`src/rtl/accum_warp_stencil_collapse.sv`:
```
// rtl/accum_warp_stencil_collapse.sv - collapses stencil tap beats back into one base-address beat
module accum_warp_stencil_collapse #(
  parameter int N_CFG  = 4,
  parameter int ABW    = 16,
  parameter int WBW    = 8,
  parameter int VDIM   = 2,
  parameter int STSIZE = 4,
  localparam int NCFG_BW = $clog2(N_CFG + 1),
  localparam int ST_BW   = $clog2(STSIZE + 1)
) (
  input  logic                               i_clk,
  input  logic                               i_rst,
  input  logic                               src_rdy,
  output logic                               src_ack,
  input  logic [NCFG_BW-1:0]                 i_id,
  input  logic [ABW-1:0]                     i_linear,
  input  logic [VDIM-1:0][WBW-1:0]           i_bofs,
  input  logic                               i_retire,
  input  logic                               i_islast,
  input  logic                               i_stencil,
  input  logic [N_CFG-1:0][ST_BW-1:0]        i_stencil_begs,
  input  logic [N_CFG-1:0][ST_BW-1:0]        i_stencil_ends,
  input  logic [STSIZE-1:0][ABW-1:0]         i_stencil_lut,
  output logic                               dst_rdy,
  input  logic                               dst_ack,
  output logic [NCFG_BW-1:0]                 o_id,
  output logic [VDIM-1:0][WBW-1:0]           o_bofs,
  output logic [ABW-1:0]                     o_linear,
  output logic                               o_retire,
  output logic                               o_islast,
  output logic                               o_mismatch
);

  typedef enum logic [1:0] {
    IDLE    = 2'd0,
    COLLECT = 2'd1,
    EMIT    = 2'd2
  } state_t;

  state_t                     state_q, state_d;
  logic [ST_BW-1:0]           sid_q, sid_d;
  logic [NCFG_BW-1:0]         id_q, id_d;
  logic [VDIM-1:0][WBW-1:0]   bofs_q, bofs_d;
  logic [ABW-1:0]             base_q, base_d;
  logic                       retire_q, retire_d;
  logic                       islast_q, islast_d;
  logic                       mismatch_q, mismatch_d;

  logic [ST_BW-1:0]           beg_in;
  logic [ST_BW-1:0]           end_in;
  logic [ST_BW-1:0]           end_lat;
  logic [ABW-1:0]             lut_beg;
  logic [ABW-1:0]             lut_sid;
  logic [ST_BW:0]             beg_p1;
  logic [ST_BW-1:0]           sid_nxt;

  // Config table lookups; out-of-range ids and LUT indices read as zero
  always_comb begin
    beg_in  = '0;
    end_in  = '0;
    end_lat = '0;
    lut_beg = '0;
    lut_sid = '0;
    for (int k = 0; k < N_CFG; k++) begin
      if (i_id == NCFG_BW'(k)) begin
        beg_in = i_stencil_begs[k];
        end_in = i_stencil_ends[k];
      end
      if (id_q == NCFG_BW'(k)) begin
        end_lat = i_stencil_ends[k];
      end
    end
    for (int k = 0; k < STSIZE; k++) begin
      if (beg_in == ST_BW'(k)) begin
        lut_beg = i_stencil_lut[k];
      end
      if (sid_q == ST_BW'(k)) begin
        lut_sid = i_stencil_lut[k];
      end
    end
    beg_p1  = {1'b0, beg_in} + (ST_BW + 1)'(1);
    sid_nxt = sid_q + ST_BW'(1);
  end

  // Next-state and handshake logic; the EMIT state blocks input to hold outputs stable
  always_comb begin
    state_d    = state_q;
    sid_d      = sid_q;
    id_d       = id_q;
    bofs_d     = bofs_q;
    base_d     = base_q;
    retire_d   = retire_q;
    islast_d   = islast_q;
    mismatch_d = mismatch_q;
    src_ack    = src_rdy && (state_q != EMIT);
    dst_rdy    = (state_q == EMIT);

    case (state_q)
      IDLE: begin
        if (src_ack) begin
          id_d       = i_id;
          bofs_d     = i_bofs;
          base_d     = i_stencil ? (i_linear - lut_beg) : i_linear;
          retire_d   = i_retire;
          islast_d   = i_islast;
          mismatch_d = 1'b0;
          // Widened compare so begs+1 cannot wrap past a short ends value
          if (!i_stencil || ({1'b0, end_in} <= beg_p1)) begin
            state_d = EMIT;
          end else begin
            sid_d   = beg_p1[ST_BW-1:0];
            state_d = COLLECT;
          end
        end
      end
      COLLECT: begin
        if (src_ack) begin
          mismatch_d = mismatch_q
                     | (i_linear != (base_q + lut_sid))
                     | (i_id != id_q);
          retire_d   = retire_q | i_retire;
          islast_d   = islast_q | i_islast;
          if (sid_nxt == end_lat) begin
            state_d = EMIT;
          end else begin
            sid_d = sid_nxt;
          end
        end
      end
      EMIT: begin
        if (dst_ack) begin
          state_d = IDLE;
        end
      end
      default: begin
        state_d = IDLE;
      end
    endcase
  end

  // State register; reset discards any partially collected group
  always_ff @(posedge i_clk) begin
    if (!i_rst) begin
      state_q    <= IDLE;
      sid_q      <= '0;
      id_q       <= '0;
      bofs_q     <= '0;
      base_q     <= '0;
      retire_q   <= 1'b0;
      islast_q   <= 1'b0;
      mismatch_q <= 1'b0;
    end else begin
      state_q    <= state_d;
      sid_q      <= sid_d;
      id_q       <= id_d;
      bofs_q     <= bofs_d;
      base_q     <= base_d;
      retire_q   <= retire_d;
      islast_q   <= islast_d;
      mismatch_q <= mismatch_d;
    end
  end

  assign o_id       = id_q;
  assign o_bofs     = bofs_q;
  assign o_linear   = base_q;
  assign o_retire   = retire_q;
  assign o_islast   = islast_q;
  assign o_mismatch = mismatch_q;

endmodule

```
`config.mk`:
```
export PLATFORM = sky130hd
export DESIGN_NAME = accum_warp_stencil_collapse
export DESIGN_NICKNAME = d
export VERILOG_FILES = /design/src/rtl/accum_warp_stencil_collapse.sv
export SDC_FILE = /design/constraint.sdc
export NUM_CORES = 1
export LEC_CHECK = 0
export ABC_AREA = 1
export BUFFER_PORTS_ARGS = -buffer_cell sky130_fd_sc_hd__clkbuf_2
export CORE_ASPECT_RATIO = 1.75
export CORE_MARGIN = 3
export CORE_UTILIZATION = 56
export CTS_CLUSTER_SIZE = 10
export DETAILED_ROUTE_END_ITERATION = 16
export GPL_ROUTABILITY_DRIVEN = 0
export GPL_TIMING_DRIVEN = 1
export HOLD_SLACK_MARGIN = 0.06
export PLACE_DENSITY = 0.92
export SETUP_SLACK_MARGIN = 0.5
export SYNTH_ARGS = -nofsm -noshare
export SYNTH_HDL_FRONTEND = slang
export SYNTH_SLANG_ARGS = --single-unit
```
`constraint.sdc`:
```
create_clock -name i_clk -period 12.2 [get_ports i_clk]
set_clock_uncertainty 0.2 [all_clocks]
set_input_delay 0.61 -clock i_clk [delete_from_list [all_inputs] [get_ports i_clk]]
set_output_delay 0.61 -clock i_clk [all_outputs]
set_load 0.02 [all_outputs]
```
======== Yosys cells after proc, flatten, opt, wreduce, memory -nomap -nowiden ========
Index checks and enable logic that the tools add are counted.
operators by class
  reduce and logical (&&, ||, !) cells .... 13
  order comparisons ....................... 1
  muxes and demuxes ....................... 41
  add/subtract/negate cells ............... 4
  bitwise operators ....................... 4
  equal/unequal tests ..................... 24
operators with widths
  kind                   number
  $mux W16               9
  $mux W3                16
  $eq A3 B2 Y1 const B   8
  $add A16 B16 Y16       1
  $ne A16 B16 Y1         1
  $sub A16 B16 Y16       1
  $eq A3 B1 Y1 const B   4
  $logic_not A3 Y1       4
  $ne A2 B2 Y1 const B   6
  $mux W2                5
  $mux W1                6
  $pmux W1 S2            3
  $pmux W2 S3            1
  $pmux W3 S2            1
  $reduce_and A5 Y1      1
  $add A3 B1 Y4 const B  1
  $le A3 B4 Y1           1
  $or A1 B1 Y1           4
  $reduce_and A4 Y1      1
  $add A3 B1 Y3 const B  1
  $eq A3 B3 Y1           1
  $ne A3 B3 Y1           1
  $reduce_and A3 Y1      1
  $eq A2 B1 Y1 const B   1
  other kinds (8)        8
storage, ports and cells
  input bits .............................. 130
  logic and storage cells ................. 96
  bits in registers ....................... 43
  output and inout port bits .............. 40

======== Depth between registers and ports, before layout ========
  depth after elaboration ................. 12
  mapped depth ............................ 30
  gate-level depth less buffers ........... 29

======== Worst setup path before layout ========
OpenSTA, ideal clock, no wires.
  path type ............................... input to register
  start ................................... input port i_id[2]
  end ..................................... register base_q[12] (netlist: o_linear[12])
  arrival time ............................ 3.992 ns
  setup time .............................. 0.119 ns
  data required time ...................... 11.881 ns
  cell stages on the path ................. 26
  setup slack ............................. 7.889 ns
  buffers on the path ..................... 2
  cell sequence ........................... nor2_4 -> nand2_2 -> inv_2 -> a21oi_1 -> nand2_1 -> inv_1 -> ha_1 -> clkbuf_1 -> inv_1 -> clkbuf_1 -> nand3_1 -> nand3_1 -> o211ai_1 -> o21ai_1 -> ha_1 -> inv_1 -> fa_1 -> nand3_1 -> nand3_1 -> a21boi_1 -> o21ai_0 -> a21boi_1 -> o21ai_0 -> xor2_1 -> nor2_1 -> o21ai_1
on the way
  longest elaborated chain between the ends .. 12
  elaborated cells on any way between the ends .. 18
  those cells by class .................... 1 x add/sub; 6 x eq/ne; 9 x mux; 2 x reduce/logical
RTL lines
  element                line  source
  start, declared        15    input logic [NCFG_BW-1:0] i_id,
  $logic_not A3 Y1       65    if (i_id == NCFG_BW'(k)) begin
  $mux W3 (3 in a row)   65
  $mux W3 (*)            65
  $logic_not A3 Y1       74    if (beg_in == ST_BW'(k)) begin
  $mux W16 (3 in a row)  74
  $mux W16 (*)           74
  $sub A16 B16 Y16 (*)   103   base_d = i_stencil ? (i_linear - lut_beg) : i_linear;
  $mux W16 (*)           103
  end signal, assigned   157   base_q <= base_d;
  end, declared          44    logic [ABW-1:0] base_q, base_d;
Mark *: on every way between the ends. The rest lies on a longest branch, timed or not.
A chain may end at the register's enable or synchronous reset.

======== Final worst setup path ========
Ends and elaborated chain as after synthesis.

==> out/metrics.cfg <==
[logic_synthesis]
synth_xor_area_frac=0.0555
syn_inst=778
synthAdderAreaFrac=0.119
ys_ff_latch=43
synth-main-ff-cell=dfxtp_1
syn_area_sq_um=5050
yosysTopAreaCell=dfxtp_1
synth_top_area_frac=0.171
yosysWarnings=0
synth.yosys.seq_area_share=0.171
synth-edff-count=0
syn_nets=955
synth_simple_gate_area_share=0.309
synthMuxAreaShare=0.00397
synth_cell_types=45
ys_top_cells_by_area=dfxtp_1 (17%), nand2_1 (14%), ha_1 (11%), nand3_1 (8.3%), o21ai_0 (6.7%)
synth_compound_gate_area_share=0.251
syn_avg_cell_area_sq_um=6.49
synth-async-reset-ratio=0
synth_top_family_by_area=simple AND/OR/NAND/NOR gates

[route]
drt_iter0_drc=478
totalWireLength_um=17200
drtAntennaViolNets=0
viasPerCell=5.98
drtPass1Iterations=5
vias=6240
routedWlPerCell_um=16.5
post-route-drc-count=0

[placed_design]
port_buffers=169
dpl_worst_slack_ns=7.04
dp_hpwl_um=13900
placed_area_sq_um=5900
place_inst=1035

[power]
power_frac_clock=0.175
internal_power_w=0.000471
power_leakage_nw=3.16
swShare=0.482
power.density_nw_per_um2=150
comb_power_share=0.621
peakVddDrop_mv=0.123
switching_power_w=0.000439
total_power_w=0.000910
seq_power_share=0.204

[worst_setup_path]
path_max_fanout=18
critPathKind=input port to flop
cp_data_required_time_ns=12.18
endpoint_kind=flop
arrival_ns=4.94
worstSetupStartpointType=input port

[floorplanning]
coreArea_sq_um=8730
dieArea_sq_um=10200
dieHeight_um=132
row_count=45
io_pins=170
chipWidth_um=77.8
start_util=0.578

[finish]
multi_input_area_sq_um=3730
area_growth_pct=20.2
num-fill-cells=743
seqCellArea_sq_um=861
nets=1102
diodes=0
mostFrequentLayoutCells=nand2_1 (189), clkbuf_2 (169), nand3_1 (84)
drive_gt1_frac=0.240
mostFrequentLayoutCell=nand2_1
final_area_sq_um=6070
final_cells=1043

[timing]
setup_viol=0
fin_tns_setup_ns=0
fin_crit_sh=0.407
fin_crit_ns=4.96
hold_viol=0
fin_ws_ns=7.24
tightest_slew_ns=1.12
max_freq_ghz=0.202
relSlewSlack=0.248
report.final.slew_viol_count=0
rsz0062_at_grt=false

[cts]
hold_buffers=0
cts_buffer_depth=2
ctsHtreeMaxLevel=2
clkSlewWorstSetupHoldPaths_ns=0.06
cts.sinks=43
insertion_delay_ns=0.30
cts_tree=built
numCtsBuffers=5
cts-root-buf=clkbuf_16
ctsResizeCount=0
postCtsSetupBuffers=0

[grt]
grt_usage=0.335
grt_pass1_vias=5993
overflow=0
antenna_found_initial=0
grt_max_degree=35
grt_first_pass_wirelength_um=27700

[worst_hold_path]
hold_path.class=flop to flop

[run_status]
outcome=finished clean

[flow_run]
maxCapViolCount=0

-- critical path, cell delays in order --
cell      delay, ns
clkbuf_2       0.17
nor2_4         0.22
nand2_2        0.13
inv_2          0.12
a21oi_1        0.07
nand2_1        0.14
inv_1          0.09
ha_1           0.43
inv_1          0.44
nand3_1        0.13
nand3_1        0.09
o211ai_1       0.09
o21ai_1        0.13
ha_1           0.16
inv_1          0.06
fa_1           0.41
nand3_1        0.10
nand3_1        0.12
a21boi_1       0.31
o21ai_0        0.19
a21boi_1       0.27
o21ai_0        0.14
xor2_1         0.15
nor2_1         0.09
o21ai_1        0.07
-- state kept, by name, indices dropped and copies added, names as in the netlist --
signal      flops
o_bofs         16
o_mismatch      1
o_retire        1
state_q         2
o_id            3
o_islast        1
sid_q           3
o_linear       16
-- worst paths after layout --
path	slack [ns]	cells past startpoint	endpoint	startpoint
setup / recovery	7.24	25	o_linear[12]$_SDFFE_PN0P_	i_id[2]
hold / removal	0.25	2	o_mismatch$_SDFFE_PN0P_	o_mismatch$_SDFFE_PN0P_
setup reg to reg	7.83	22	o_mismatch$_SDFFE_PN0P_	sid_q[0]$_SDFFE_PN0P_
hold reg to reg	0.25	2	o_mismatch$_SDFFE_PN0P_	o_mismatch$_SDFFE_PN0P_
-- kinds of logic (layout without fill, tap and decap cells) --
family,count (synthesis),after routing
multiplexers,2,2
buffers and inverters,109,257
XOR/XNOR,32,32
AO/OA/AOI/OAI,196,196
adder cells (fa/ha/maj),47,47
flip-flops,43,43
AND/OR/NAND/NOR,349,349
-- synthesized netlist by cell type (all sizes together), types with 3 or more instances --
cell type / n
nand2: 195
nand3: 90
clkbuf: 20
a22o: 17
o211ai: 4
o22ai: 5
nor2: 48
nor3: 4
buf: 11
nand4: 9
inv: 78
a221oi: 16
a21oi: 37
a32o: 7
dfxtp: 43
xor2: 20
o21ai: 98
ha: 45
xnor2: 12
a21boi: 3
-- area by class of cell --
class                      count  share of cell area
multi-input combinational    626               0.615
sequential                    43               0.142
timing repair buffer         171               0.142
inverter                      78              0.0491
tap                          117              0.0241
clock buffer                   5              0.0206
clock inverter                 3             0.00722
-- per-stage QoR --
| step | util | hold slack [ns] |
|---|---|---|
| finish | 0.695 | 0.255 |
| detailed placement | 0.676 | 0.246 |
| floorplan | - | 0.272 |
| global route | 0.695 | 0.282 |
| global placement | 0.676 | 0.240 |
| CTS | 0.695 | 0.256 |
-- metal layers --
metal | track usage | vias to the layer above | wire (um)
li1 | - | 2980 | -
met1 | 0.352 | 2786 | 5740
met2 | 0.587 | 360 | 8520
met3 | 0.0562 | 114 | 1530
met4 | 0.236 | 0 | 1380
met5 | 0 | - | 0
-- power groups by stage --
stage | Sequential (W) | Combinational (W) | Clock [W]
floorplan | 0.000210 | 0.000386 | 0
global placement | 0.000187 | 0.000541 | 0
detailed placement | 0.000188 | 0.000551 | 0
CTS | 0.000185 | 0.000556 | 0.000158
global route | 0.000189 | 0.000633 | 0.000162
finish | 0.000186 | 0.000566 | 0.000159
(Power assumes the default switching activity.)
